## config.mk

```make
export PLATFORM = sky130hd
export DESIGN_NAME = rhythm_classifier
export DESIGN_NICKNAME = d
export VERILOG_FILES = /design/src/rtl/rhythm_pkg.sv /design/src/rtl/persistence_filter.sv /design/src/rtl/rhythm_classifier.sv
export SDC_FILE = /design/constraint.sdc
export NUM_CORES = 1
export LEC_CHECK = 0
export CORE_ASPECT_RATIO = 0.75
export CORE_MARGIN = 2
export CORE_UTILIZATION = 25
export CTS_BUF_LIST = sky130_fd_sc_hd__clkbuf_16
export DETAILED_ROUTE_END_ITERATION = 7
export PLACE_DENSITY = 0.5
export SYNTH_ARGS = -nofsm -noshare
export SYNTH_HDL_FRONTEND = slang
export SYNTH_SLANG_ARGS = --single-unit
```

## constraint.sdc

```tcl
create_clock -name clk -period 5.8 [get_ports clk]
set_clock_uncertainty 0.1 [all_clocks]
set_input_delay 0.87 -clock clk [delete_from_list [all_inputs] [get_ports clk]]
set_output_delay 0.87 -clock clk [all_outputs]
set_load 0.1 [all_outputs]
```

## src/rtl/rhythm_pkg.sv

```systemverilog
// Shared class encoding and helpers for the rhythm classifier and its
// persistence filter.
package rhythm_pkg;

  typedef enum logic [1:0] {
    CLS_NORMAL = 2'd0,
    CLS_AF     = 2'd1,
    CLS_VF     = 2'd2
  } cls_e;

  function automatic logic [31:0] sat_sub(input logic [31:0] a, input logic [31:0] b);
    return (a > b) ? (a - b) : 32'd0;
  endfunction

  // Bit order is {VF, AF, NORMAL}.
  function automatic logic [2:0] cls_onehot(input cls_e c);
    case (c)
      CLS_NORMAL: return 3'b001;
      CLS_AF:     return 3'b010;
      CLS_VF:     return 3'b100;
      default:    return 3'b000;
    endcase
  endfunction

endpackage

```

## src/rtl/persistence_filter.sv

```systemverilog
// Debounce stage: a class change is taken only after the raw class has
// differed from the current class consistently for P consecutive steps.
module persistence_filter
  import rhythm_pkg::*;
#(
  parameter int CNT_WIDTH    = 4,
  parameter int VF_IMMEDIATE = 0
) (
  input  logic                 clk,
  input  logic                 rstn,
  input  logic                 step_i,
  input  cls_e                 rc_i,
  input  cls_e                 s_i,
  input  logic [CNT_WIDTH-1:0] p_i,
  output logic                 take_o,
  output cls_e                 next_o
);

  cls_e                 cand_q, cand_d;
  logic [CNT_WIDTH-1:0] cnt_q, cnt_d, cnt_new;

  always_comb begin
    cand_d  = cand_q;
    cnt_new = cnt_q;
    if (rc_i == s_i) begin
      cnt_new = '0;
    end else if (rc_i == cand_q) begin
      cnt_new = (cnt_q == {CNT_WIDTH{1'b1}}) ? cnt_q : cnt_q + CNT_WIDTH'(1);
    end else begin
      cand_d  = rc_i;
      cnt_new = CNT_WIDTH'(1);
    end
    // >= so that lowering P below the running count fires on the next match
    take_o = step_i && (rc_i != s_i) &&
             ((cnt_new >= p_i) || ((VF_IMMEDIATE != 0) && (rc_i == CLS_VF)));
    cnt_d  = take_o ? '0 : cnt_new;
    next_o = rc_i;
  end

  always_ff @(posedge clk or negedge rstn) begin
    if (!rstn) begin
      cand_q <= CLS_NORMAL;
      cnt_q  <= '0;
    end else if (step_i) begin
      cand_q <= cand_d;
      cnt_q  <= cnt_d;
    end
  end

endmodule

```

## src/rtl/rhythm_classifier.sv

```systemverilog
// Registered normal/AF/VF classifier with hysteresis, persistence filtering
// and a sticky VF alarm.
module rhythm_classifier
  import rhythm_pkg::*;
#(
  parameter int DATA_WIDTH   = 16,
  parameter int CNT_WIDTH    = 4,
  parameter int VF_IMMEDIATE = 0
) (
  input  logic                  clk,
  input  logic                  rstn,
  input  logic                  en,
  input  logic                  xin_valid,
  input  logic [DATA_WIDTH-1:0] xin,
  input  logic [DATA_WIDTH-1:0] thr1,
  input  logic [DATA_WIDTH-1:0] thr2,
  input  logic [DATA_WIDTH-1:0] hyst,
  input  logic [CNT_WIDTH-1:0]  persist,
  input  logic                  alarm_ack,
  output logic                  out_valid,
  output logic                  normal,
  output logic                  AF,
  output logic                  VF,
  output logic                  class_change,
  output logic                  alarm,
  output logic                  thr_err
);

  logic                  accept, thr_bad, step, take;
  logic [DATA_WIDTH-1:0] lo1, lo2;
  logic [CNT_WIDTH-1:0]  p_eff;
  cls_e                  rc, next_cls;
  cls_e                  state_q, state_d;
  logic                  primed_q, primed_d;
  logic                  alarm_q, alarm_d;
  logic [2:0]            oh_q, oh_d;
  logic                  ov_q, cc_q, terr_q;

  assign accept = en && xin_valid;
  assign thr_bad = thr1 > thr2;
  assign step = accept && !thr_bad;
  assign p_eff = (persist == '0) ? CNT_WIDTH'(1) : persist;
  assign lo1 = DATA_WIDTH'(sat_sub(32'(thr1), 32'(hyst)));
  assign lo2 = DATA_WIDTH'(sat_sub(32'(thr2), 32'(hyst)));

  // Upward moves use thr1/thr2 directly; downward moves need to clear lo1/lo2.
  always_comb begin
    rc = CLS_NORMAL;
    case (state_q)
      CLS_AF: begin
        if (xin > thr2)       rc = CLS_VF;
        else if (xin <= lo1)  rc = CLS_NORMAL;
        else                  rc = CLS_AF;
      end
      CLS_VF: begin
        if (xin > lo2)        rc = CLS_VF;
        else if (xin <= lo1)  rc = CLS_NORMAL;
        else                  rc = CLS_AF;
      end
      default: begin
        if (xin > thr2)       rc = CLS_VF;
        else if (xin > thr1)  rc = CLS_AF;
        else                  rc = CLS_NORMAL;
      end
    endcase
  end

  persistence_filter #(
    .CNT_WIDTH    (CNT_WIDTH),
    .VF_IMMEDIATE (VF_IMMEDIATE)
  ) u_filter (
    .clk    (clk),
    .rstn   (rstn),
    .step_i (step),
    .rc_i   (rc),
    .s_i    (state_q),
    .p_i    (p_eff),
    .take_o (take),
    .next_o (next_cls)
  );

  always_comb begin
    state_d  = take ? next_cls : state_q;
    primed_d = primed_q | step;
    alarm_d  = alarm_q;
    if (alarm_ack && (state_q != CLS_VF)) alarm_d = 1'b0;
    if (take && (next_cls == CLS_VF))     alarm_d = 1'b1;
    oh_d = primed_d ? cls_onehot(state_d) : 3'b000;
  end

  always_ff @(posedge clk or negedge rstn) begin
    if (!rstn) begin
      state_q  <= CLS_NORMAL;
      primed_q <= 1'b0;
      alarm_q  <= 1'b0;
      oh_q     <= 3'b000;
      ov_q     <= 1'b0;
      cc_q     <= 1'b0;
      terr_q   <= 1'b0;
    end else begin
      state_q  <= state_d;
      primed_q <= primed_d;
      alarm_q  <= alarm_d;
      oh_q     <= oh_d;
      ov_q     <= step;
      cc_q     <= take;
      terr_q   <= accept && thr_bad;
    end
  end

  assign out_valid    = ov_q;
  assign normal       = oh_q[0];
  assign AF           = oh_q[1];
  assign VF           = oh_q[2];
  assign class_change = cc_q;
  assign alarm        = alarm_q;
  assign thr_err      = terr_q;

endmodule

```

# Word-level counts from Yosys, hierarchy flattened
# Cells that the tools add are included.
[op_classes]
n_addsub = 3
order_cmp = 8
eq_ne = 10
mux = 18
bitwise = 3
reduce_logical = 12
[op_table]
columns = ["operator", "n"]
rows = [
  ["$gt A16 B16 Y1", 6],
  ["$mux W16", 2],
  ["$sub A16 B16 Y16", 2],
  ["$mux W4", 5],
  ["$le A16 B16 Y1", 1],
  ["$pmux W3 S3", 1],
  ["$mux W2", 4],
  ["$logic_and A1 B1 Y1", 7],
  ["$eq A2 B2 Y1 const B", 3],
  ["$add A4 B1 Y4 const B", 1],
  ["$eq A2 B1 Y1 const B", 2],
  ["$eq A2 B2 Y1", 2],
  ["$eq A4 B4 Y1 const B", 1],
  ["$ge A4 B4 Y1", 1],
  ["$logic_not A4 Y1", 1],
  ["$mux W1", 4],
  ["$pmux W2 S2", 1],
  ["$mux W3", 1],
  ["$reduce_and A3 Y1", 1],
  ["$logic_not A2 Y1", 1],
  ["$ne A2 B2 Y1", 1],
  ["$ne A2 B2 Y1 const B", 1],
  ["$not A1 Y1", 2],
  ["$reduce_bool A2 Y1", 1],
  ["2 further kinds", 2],
]
[word_totals]
register_bits = 16
input_bits = 73
output_inout_bits = 7
word_cells = 63

# Logic depth before layout (Yosys ltp)
# Gate-level depths: netlist (run 1).
[depth]
depth_word = 15
mapped_depth = 32
depth_no_buf = 31

# By module
# A second synthesis (run 1) with hierarchy kept.
[unflattened]
cells_unflattened = 566
area_unflattened_um2 = 4425.5
[by_module_without_submodules]
columns = ["mod", "n_inst", "cells_per_inst", "area_per_inst_um2", "seq_area_each_um2"]
rows = [
  ["rhythm_classifier", 1, 507, 3875.0, 250.2],
  ["persistence_filter", 1, 59, 550.5, 150.1],
]

# Worst setup path after synthesis (run 1)
# Ideal clock, no wire load.
[synth_path]
kind = "in2reg"
startpoint = "input thr1[0]"
endpoint = "register oh_q[1]"
setup_time_ps = 88
arrival_time_ps = 6462
required_ps = 5612
setup_slack_ps = -851
path_stages = 30
path_buffers = 0
cell_sequence = "inv_1 -> ha_1 -> inv_1 -> fa_1 -> a21o_1 -> a21oi_1 -> o21bai_1 -> a31oi_1 -> o21ai_0 -> o41ai_1 -> o21bai_1 -> xor2_1 -> nand2_1 -> ha_1 -> nand4_1 -> or4_1 -> a21o_1 -> o211ai_1 -> o21ai_1 -> o21ai_4 -> xor2_2 -> o32ai_1 -> ha_1 -> nand2b_1 -> a21o_1 -> a21o_1 -> a21oi_1 -> nor3_1 -> o21ai_0 -> nor3b_1"
[synth_between]
elab_chain_cells = 15
word_cells_on_any_way = 29
classes_between = "add/sub: 1; order compare: 5; eq/ne: 5; mux: 12; bitwise: 1; reduce/logical: 5"
[synth_rtl]
columns = ["element", "line_no", "rtl"]
rows = [
  ["start: declaration", "rhythm_classifier.sv:15", "input logic [DATA_WIDTH-1:0] thr1,"],
  ["$sub A16 B16 Y16 or $gt A16 B16 Y1 (tied branches)", "rhythm_pkg.sv:12", "return (a > b) ? (a - b) : 32'd0;"],
  ["$mux W16", "rhythm_pkg.sv:12", ""],
  ["$le A16 B16 Y1", "rhythm_classifier.sv:52, rhythm_classifier.sv:57", ""],
  ["$mux W1", "rhythm_classifier.sv:52, rhythm_classifier.sv:57", ""],
  ["$mux W2, on equally long branches", "rhythm_classifier.sv:56, rhythm_classifier.sv:51", ""],
  ["$pmux W2 S2", "rhythm_classifier.sv:49", "case (state_q)"],
  ["$eq A2 B2 Y1", "persistence_filter.sv:27", "end else if (rc_i == cand_q) begin"],
  ["$mux W4", "persistence_filter.sv:27", ""],
  ["$mux W4", "persistence_filter.sv:25", "if (rc_i == s_i) begin"],
  ["$ge A4 B4 Y1", "persistence_filter.sv:35", "((cnt_new >= p_i) || ((VF_IMMEDIATE != 0) && (rc_i == CLS_VF)));"],
  ["$logic_and A1 B1 Y1", "persistence_filter.sv:34", "take_o = step_i && (rc_i != s_i) &&"],
  ["$mux W2 (*)", "rhythm_classifier.sv:83", "state_d = take ? next_cls : state_q;"],
  ["net state_d[0]", "rhythm_classifier.sv:33", "cls_e state_q, state_d;"],
  ["$eq A2 B2 Y1, or another cell as far along", "rhythm_pkg.sv:17", "case (c)"],
  ["$pmux W3 S3 (*)", "rhythm_pkg.sv:17", ""],
  ["$mux W3 (*)", "rhythm_classifier.sv:88", "oh_d = primed_d ? cls_onehot(state_d) : 3'b000;"],
  ["net oh_d[1]", "rhythm_classifier.sv:36", "logic [2:0] oh_q, oh_d;"],
  ["end signal: assignment", "rhythm_classifier.sv:104", "oh_q <= oh_d;"],
  ["end: declaration", "rhythm_classifier.sv:36", ""],
]
# The timed path passes the listed nets; every way through them passes the cells marked *.
# A chain may end at the register's enable or synchronous reset.

# Worst setup path after layout (run 1)
[layout_path]
startpoint = "input hyst[0]"
endpoint = "register oh_q[2]"
[layout_between]
elab_chain_cells = 15
word_cells_on_any_way = 26
classes_between = "add/sub: 2; order compare: 5; eq/ne: 5; mux: 11; reduce/logical: 3"
[layout_rtl]
columns = ["element", "line_no", "rtl"]
rows = [
  ["start: declaration", "rhythm_classifier.sv:17", "input logic [DATA_WIDTH-1:0] hyst,"],
  ["$sub A16 B16 Y16 or $gt A16 B16 Y1 (tied branches)", "rhythm_pkg.sv:12", ""],
  ["$mux W16", "rhythm_pkg.sv:12", ""],
  ["$le A16 B16 Y1", "rhythm_classifier.sv:52, rhythm_classifier.sv:57", ""],
  ["$mux W1", "rhythm_classifier.sv:52, rhythm_classifier.sv:57", ""],
  ["$mux W2, on equally long branches", "rhythm_classifier.sv:56, rhythm_classifier.sv:51", ""],
  ["$pmux W2 S2 (*)", "rhythm_classifier.sv:49", ""],
  ["$eq A2 B2 Y1", "persistence_filter.sv:27", ""],
  ["$mux W4", "persistence_filter.sv:27", ""],
  ["$mux W4", "persistence_filter.sv:25", ""],
  ["$ge A4 B4 Y1", "persistence_filter.sv:35", ""],
  ["$logic_and A1 B1 Y1", "persistence_filter.sv:34", ""],
  ["$mux W2 (*)", "rhythm_classifier.sv:83", ""],
  ["net state_d[1]", "rhythm_classifier.sv:33", ""],
  ["$eq A2 B2 Y1, or another cell as far along", "rhythm_pkg.sv:17", ""],
  ["$pmux W3 S3 (*)", "rhythm_pkg.sv:17", ""],
  ["$mux W3 (*)", "rhythm_classifier.sv:88", ""],
  ["net oh_d[2]", "rhythm_classifier.sv:36", ""],
]
# Marks and branches as above.

==> results of run 1 <==
==> kinds of logic (layout without fill, tap and decap cells) <==
family | Yosys count | count (layout)
fa+ha+maj | 121 | 121
compound gates | 145 | 145
simple gates | 180 | 181
buf+inv | 72 | 308
flops | 16 | 16
xor+xnor | 31 | 31
mux | 2 | 2
==> worst min path at each step <==
stage / to / slack [ns] / cells after the start
after floorplan: primed_q / 0.35 / 2
after global placement: primed_q / 0.37 / 2
after detailed placement: primed_q / 0.37 / 2
after CTS: primed_q / 0.40 / 2
after global routing: primed_q / 0.42 / 2
final: primed_q / 0.39 / 2
==> worst max-delay path, delay by kind of cell <==
kind	cells	cell delay (ns)
AOI/OAI and AO/OA	15	2.68
and+or+nand+nor	7	1.24
adders and majority gates	4	1.01
buffers and inverters	5	0.58
xor gates and xnor gates	1	0.16
==> what timing repair did <==
action                     4_1_cts  5_1_grt
pin swaps                       30       48
cloned                           1        0
buffers inserted                16       11
setup endpoints to repair       13       13
resized for setup               36       72
==> layout make-up <==
| cell class | count | area (um2) | share of cell area [%] |
|---|---|---|---|
| clock buffer | 3 | 75.1 | 1.02 |
| clock inverter | 1 | 3.75 | 0.0511 |
| timing repair buffer | 235 | 2000 | 27.2 |
| tap | 236 | 295 | 4.02 |
| multi-input combinational | 480 | 4300 | 58.5 |
| inverter | 69 | 277 | 3.76 |
| sequential | 16 | 400 | 5.45 |
==> metrics by stage <==
step	instances	hold slack (ns)
global placement	1009	0.366
CTS	1030	0.395
global route	1040	0.419
floorplan	567	0.349
finish	1040	0.394
detailed placement	1009	0.374
==> flip-flops by register name (all words and copies together), names as in the netlist, 2 cells and up <==
register	count
u_filter.cand_q	2
u_filter.cnt_q	4
oh_q	3
state_q	2
==> synth_stat cells, types with 10 or more instances <==
| master | count | share of area (%) |
|---|---|---|
| sky130_fd_sc_hd__a21oi_1 | 45 | 5.1 |
| sky130_fd_sc_hd__nor3_1 | 12 | 1.4 |
| sky130_fd_sc_hd__a21o_1 | 18 | 3.1 |
| sky130_fd_sc_hd__ha_1 | 119 | 34 |
| sky130_fd_sc_hd__xnor2_1 | 19 | 3.8 |
| sky130_fd_sc_hd__inv_1 | 69 | 5.9 |
| sky130_fd_sc_hd__nand4_1 | 26 | 3.7 |
| sky130_fd_sc_hd__dfrtp_1 | 16 | 9.1 |
| sky130_fd_sc_hd__xor2_1 | 10 | 2.0 |
| sky130_fd_sc_hd__o21ai_0 | 17 | 1.9 |
| sky130_fd_sc_hd__nor2_1 | 28 | 2.4 |
| sky130_fd_sc_hd__nor2b_1 | 12 | 1.7 |
| sky130_fd_sc_hd__nand2_1 | 58 | 5.0 |
==> power by group through the flow <==
stage                     combinational (mW)  clock, mW  sequential, mW
final                                   1.29      0.137           0.180
after global routing                    1.39      0.145           0.184
after CTS                               1.16      0.139           0.180
after detailed placement                1.06          0           0.179
after global placement                  1.03          0           0.176
after floorplan                        0.570          0           0.247
==> metal layers <==
layer / share of wire [%] / up-vias / track usage, %
met1: 52 / 2351 / 26.3
met5: 0 / - / 0
met4: 0.78 / 0 / 1.72
li1: - / 2565 / -
met2: 43 / 79 / 26.2
met3: 4.2 / 10 / 0.990
==> flow_summary_export.csv, run 1 <==
group,metric,value,unit
placement,postPlaceCellArea,0.00661,mm2
yosys,synth.lib_cells_used.distinct,58,
drt,post-route-drc-count,0,
power_and_ir_drop,fin_total_pwr,1.60,mW
yosys,synthAdderAreaFrac,34.9,%
placement,place.detailed.hpwl,14.2,mm
worst_setup_path,cp_data_arrival_time,6.53,ns
drt,dr_total_vias,5005,
power_and_ir_drop,pwr-share-clk,8.5,%
yosys,post_synth_edffs,0,
power_and_ir_drop,power.leakage,3.49,nW
worst_setup_path,setup.worst_path.end_class,"flip-flop",
timing,tns,-6.29,ns
drt,final_antenna_net_count,0,
yosys,synth_simple_gate_area_share,20.4,%
timing,final_critical_path_setup_slack,-0.664,ns
clock_tree,clk-insertion-delay-late,0.25,ns
timing,achievable-frequency,155,MHz
flow_run,drv.max_cap_violation_count,0,
grt,grt_pass1_wl,25.2,mm
final_layout,final_cell_mix,"sky130_fd_sc_hd__buf_4, sky130_fd_sc_hd__ha_1, sky130_fd_sc_hd__clkdlybuf4s50_1",
placement,portBuffers,79,
timing,final_period_minus_worst_setup_slack,6.46,ns
placement,place_congestion,0.910,
power_and_ir_drop,net_switching_share_of_the_total_power,45.1,%
worst_setup_path,slowest_delay,0.45,ns
power_and_ir_drop,combPwrFrac,80.2,%
power_and_ir_drop,part_of_the_power_in_registers,11.2,%
yosys,yosys_register_bits,16,
floorplanning,die_height,119,um
timing,rsz0062_at_grt,"true",
clock_tree,root_buffer,"sky130_fd_sc_hd__clkbuf_16",
clock_tree,cts.hold.buffers_added,0,
timing,finalSetupViolations,11,
clock_tree,cts_max_level,1,
yosys,synth_nets,761,
final_layout,area_growth,67.9,%
worst_setup_path,worstReg2RegStart,"state_q[0]",
drt,totalWireLength,16.4,mm
yosys,post_synth_mux_area_share,0.486,%
run_status,violated_checks,"negative setup slack",
power_and_ir_drop,max-vdd-ir-drop,0.000167,V
yosys,syn_area_per_cell,7.72,um2
yosys,ys_seq_area_share,9.15,%
final_layout,final_core_util,43.3,%
yosys,synth_top_family_by_area,"adder cells",
floorplanning,core_region_area,0.0170,mm2
floorplanning,initial_utilization,25.8,%
final_layout,antennaDiodeCount,0,
yosys,synthesis.area,0.00438,mm2
worst_setup_path,crit_path_end,"oh_q[2]",
floorplanning,die_width,157,um
worst_setup_path,worst_path_required_time,5.87,ns
clock_tree,cts.sinks,16,
power_and_ir_drop,cellInternalPower,880,uW
yosys,synth_xor_xnor_area_share,6.54,%
final_layout,final_nets,999,
grt,maximum_number_of_pins_on_one_net_before_global_route_repair,17,
worst_setup_path,crit_path_start_kind,"input port",
clock_tree,clk_pin_slew,0.05,ns
timing,drv_slew,0,
timing,tightestPinTransition,0.977,ns
worst_setup_path,crit_type,"input port to flip-flop",
grt,initial_antenna_violation_count,0,
worst_setup_path,worst_r2r_dst,"oh_q[2]",
timing,portion_of_the_clock_cycle_consumed_by_the_worst_path_in_the_final_layout,111,%
yosys,synthesis_warnings,0,
worst_setup_path,critical_path.startpoint,"hyst[0]",
clock_tree,cts_made_buffers,3,
power_and_ir_drop,power.switching,722,uW
grt,track_usage,16.9,%
drt,detailedRoute.firstIterationViolations,194,
yosys,share_of_flip_flops_with_an_asynchronous_set_or_reset_after_synthesis,100,%
final_layout,drive_above_1_share,31.6,%
floorplanning,dieArea,0.0186,mm2
final_layout,fillCellCount,1700,
min_path,min_from,"primed_q",
drt,avgRoutedWirePerCell,15.8,um
worst_setup_path,biggest_fanout_along_the_worst_timing_path,5,
floorplanning,num_rows,41,
final_layout,mostFrequentLayoutCell,"sky130_fd_sc_hd__buf_4",
worst_setup_path,ff2ff_path_depth,17,
clock_tree,clk_path_buf_depth,2,
timing,max-slew-margin-rel,34.7,%
grt,global_route.overflow_total,0,
final_layout,final_cell_area,0.00735,mm2
worst_setup_path,timing.critical_path.slowest_stage_cell,"sky130_fd_sc_hd__a2111o_1",
drt,post_drt_via_cell_ratio,4.81,
worst_setup_path,cp_common_cell,"sky130_fd_sc_hd__a21oi_2",
yosys,ys.flop_type,"sky130_fd_sc_hd__dfrtp_1",
drt,first_pass_iters,4,
placement,preCtsSetupSlack,-1.56,ns
run_status,outcome,"finished with violations",
power_and_ir_drop,power.density,218,mW/mm2
yosys,synthesis.instances,567,
grt,first_global_vias,4975,
min_path,worstHoldPathType,"flip-flop to flip-flop",
worst_setup_path,rrSetupSlack,2.23,ns
yosys,synth-compound-area-share,22.3,%
clock_tree,tritoncts,"yes",
timing,timing_hold_violations_final,0,
floorplanning,io_pins,80,
Note: power is estimated with default switching activity, not from simulation.
==> run 2, diff against run 1 <==
--- a/config.mk
+++ b/config.mk
@@ -9,6 +9,7 @@
 export CORE_MARGIN = 2
 export CORE_UTILIZATION = 25
 export CTS_BUF_LIST = sky130_fd_sc_hd__clkbuf_16
+export CTS_CLUSTER_DIAMETER = 150
 export DETAILED_ROUTE_END_ITERATION = 7
 export PLACE_DENSITY = 0.5
 export SYNTH_ARGS = -nofsm -noshare
==> results of run 2 <==
Final layout, timing and power as in run 1 (identical DEF).
==> run 3, diff against run 2 <==
--- a/config.mk
+++ b/config.mk
@@ -11,7 +11,7 @@
 export CTS_BUF_LIST = sky130_fd_sc_hd__clkbuf_16
 export CTS_CLUSTER_DIAMETER = 150
 export DETAILED_ROUTE_END_ITERATION = 7
-export PLACE_DENSITY = 0.5
+export PLACE_DENSITY = 0.52
 export SYNTH_ARGS = -nofsm -noshare
 export SYNTH_HDL_FRONTEND = slang
 export SYNTH_SLANG_ARGS = --single-unit
==> constraint.sdc (replaced) <==
create_clock -name clk -period 5.6 [get_ports clk]
set_clock_uncertainty 0.1 [all_clocks]
set_input_delay 0.84 -clock clk [delete_from_list [all_inputs] [get_ports clk]]
set_output_delay 0.84 -clock clk [all_outputs]
set_load 0.1 [all_outputs]
==> flow_summary_export.csv, run 3 (same netlist as run 1, synthesis figures left out) <==
group,metric,value,unit
power_and_ir_drop,power.density,237,mW/mm2
timing,portion_of_the_clock_cycle_consumed_by_the_worst_path_in_the_final_layout,114,%
run_status,violated_checks,"negative setup slack",
flow_run,drv.max_cap_violation_count,0,
drt,post_drt_via_cell_ratio,4.93,
power_and_ir_drop,combPwrFrac,81.6,%
floorplanning,initial_utilization,25.8,%
timing,rsz0062_at_grt,"true",
floorplanning,dieArea,0.0186,mm2
drt,dr_total_vias,5201,
placement,placedCellCount,1011,
clock_tree,tritoncts,"yes",
power_and_ir_drop,pwr-share-clk,7.9,%
grt,track_usage,18.0,%
power_and_ir_drop,cellInternalPower,995,uW
timing,achievable-frequency,157,MHz
grt,initial_antenna_violation_count,0,
clock_tree,clk_pin_slew,0.05,ns
final_layout,area_growth,74.8,%
final_layout,antennaDiodeCount,0,
final_layout,final_cell_area,0.00765,mm2
floorplanning,num_rows,41,
grt,global_route.overflow_total,0,
worst_setup_path,crit_type,"input port to flip-flop",
worst_setup_path,biggest_fanout_along_the_worst_timing_path,5,
power_and_ir_drop,fin_total_pwr,1.81,mW
final_layout,final_nets,1013,
clock_tree,clk-insertion-delay-late,0.25,ns
drt,final_antenna_net_count,0,
power_and_ir_drop,power.leakage,3.59,nW
final_layout,biggestRegsByFlops,"u_filter.cnt_q: 4 flops, oh_q: 3 flops",
worst_setup_path,worstReg2RegStart,"state_q[0]",
drt,post-route-drc-count,0,
final_layout,largest_register,"u_filter.cnt_q",
clock_tree,clk_path_buf_depth,2,
final_layout,mostFrequentLayoutCell,"sky130_fd_sc_hd__buf_4",
power_and_ir_drop,part_of_the_power_in_registers,10.6,%
clock_tree,root_buffer,"sky130_fd_sc_hd__clkbuf_16",
timing,finalSetupViolations,11,
worst_setup_path,crit_path_start_kind,"input port",
run_status,outcome,"finished with violations",
clock_tree,cts_made_buffers,3,
worst_setup_path,cp_data_arrival_time,6.40,ns
drt,avgRoutedWirePerCell,16.4,um
grt,maximum_number_of_pins_on_one_net_before_global_route_repair,17,
drt,totalWireLength,17.3,mm
power_and_ir_drop,net_switching_share_of_the_total_power,45.1,%
placement,postPlaceCellArea,0.00662,mm2
final_layout,largest_reg_flops,4,
grt,grt_pass1_wl,26.8,mm
final_layout,fillCellCount,1634,
timing,max-slew-margin-rel,35.1,%
timing,final_critical_path_setup_slack,-0.784,ns
floorplanning,die_height,119,um
timing,tns,-7.51,ns
floorplanning,core_region_area,0.0170,mm2
clock_tree,cts.sinks,16,
power_and_ir_drop,power.switching,816,uW
timing,drv_slew,0,
min_path,min_from,"primed_q",
drt,detailedRoute.firstIterationViolations,248,
final_layout,drive_above_1_share,34.1,%
timing,tightestPinTransition,0.970,ns
placement,place.detailed.hpwl,14.4,mm
clock_tree,cts.hold.buffers_added,0,
worst_setup_path,worst_path_required_time,5.62,ns
grt,first_global_vias,5214,
placement,place_congestion,0.889,
clock_tree,cts_max_level,1,
min_path,worstHoldPathType,"flip-flop to flip-flop",
timing,final_period_minus_worst_setup_slack,6.38,ns
power_and_ir_drop,max-vdd-ir-drop,0.000175,V
floorplanning,io_pins,80,
drt,first_pass_iters,4,
floorplanning,die_width,157,um
worst_setup_path,setup.worst_path.end_class,"flip-flop",
final_layout,final-instance-count-excl-fill,1054,
final_layout,final_cell_mix,"sky130_fd_sc_hd__buf_4, sky130_fd_sc_hd__ha_1, sky130_fd_sc_hd__clkdlybuf4s50_1",
placement,portBuffers,79,
worst_setup_path,critical_path.startpoint,"thr1[1]",
timing,timing_hold_violations_final,0,
-- run 3: cell types whose count changed in the layout (fill, tap and decap cells not counted), sizes merged --
cell           previous run  this run
clkbuf                    6         5
clkdlybuf4s50            67        66
buf                     158       173
dlygate4sd2               1         2
-- run 3: area by class of cell --
cell class | instances | area, um2 | share of cell area, %
clock inverters | 1 | 3.75 | 0.0491
well taps | 236 | 295 | 3.86
inverters | 69 | 282 | 3.68
repair buffers | 249 | 2140 | 28.0
multi-input cells | 480 | 4460 | 58.2
flip-flops and latches | 16 | 400 | 5.23
clock buffers | 3 | 75.1 | 0.981
-- run 3: routing by layer --
layer	global-route usage, %	part of all wire, %	vias up
li1	-	-	2593
met1	27.7	53	2501
met2	27.7	44	93
met3	1.17	3.0	14
met4	2.75	0.87	0
met5	0	0	-
-- run 3: worst paths after layout --
check / slack, ns / end / depth (start not counted)
worst max-delay path: -0.78 / oh_q[2] / 28
worst min-delay path: 0.43 / primed_q / 2
worst max register to register: 1.88 / oh_q[2] / 17
worst min register to register: 0.43 / primed_q / 2
max in group asynchronous: 3.94 / u_filter.cand_q[0] / 1
min in group asynchronous: 0.96 / thr_err / 1
-- run 3: timing repair --
item                       in CTS  in global routing
gates cloned                    1                  0
gates resized for setup        56                 85
pin swaps                      42                 58
setup endpoints to repair      13                 13
setup buffers                  29                 10
-- run 3: per-stage QoR --
stage	hold WS (ns)	utilization, %	setup slack [ns]
after floorplan	0.349	-	-0.454
after global placement	0.367	39.0	-1.47
after detailed placement	0.380	39.0	-1.59
after CTS	0.401	42.0	-0.895
after global routing	0.443	45.1	-1.08
final	0.427	45.1	-0.784
-- run 3: power groups by stage --
| stage | sequential, mW | clock, mW | combinational (mW) |
|---|---|---|---|
| final | 0.191 | 0.142 | 1.48 |
| after global routing | 0.197 | 0.151 | 1.60 |
| after global placement | 0.184 | 0 | 1.09 |
| after floorplan | 0.256 | 0 | 0.590 |
| after CTS | 0.186 | 0.145 | 1.23 |
| after detailed placement | 0.186 | 0 | 1.11 |
-- run 3: worst max-delay path: stages --
cell                            delay [ns]
sky130_fd_sc_hd__dlygate4sd2_1        0.30
sky130_fd_sc_hd__ha_1                 0.33
sky130_fd_sc_hd__a21o_1               0.18
sky130_fd_sc_hd__a21o_1               0.22
sky130_fd_sc_hd__a31oi_4              0.25
sky130_fd_sc_hd__a31oi_4              0.13
sky130_fd_sc_hd__a211o_1              0.35
sky130_fd_sc_hd__a41oi_2              0.21
sky130_fd_sc_hd__xnor2_1              0.14
sky130_fd_sc_hd__nand2_1              0.09
sky130_fd_sc_hd__ha_1                 0.29
sky130_fd_sc_hd__nand4_1              0.13
sky130_fd_sc_hd__or4_4                0.44
sky130_fd_sc_hd__a21o_1               0.16
sky130_fd_sc_hd__o211ai_1             0.10
sky130_fd_sc_hd__o21ai_2              0.12
sky130_fd_sc_hd__o21ai_4              0.24
sky130_fd_sc_hd__xor2_4               0.12
sky130_fd_sc_hd__o32ai_4              0.31
sky130_fd_sc_hd__ha_1                 0.27
sky130_fd_sc_hd__nand2b_4             0.13
sky130_fd_sc_hd__a21o_1               0.17
sky130_fd_sc_hd__a21o_1               0.18
sky130_fd_sc_hd__a21oi_2              0.19
sky130_fd_sc_hd__nor3_4               0.10
sky130_fd_sc_hd__nor2_2               0.19
sky130_fd_sc_hd__a21oi_4              0.06
sky130_fd_sc_hd__nor3b_4              0.17
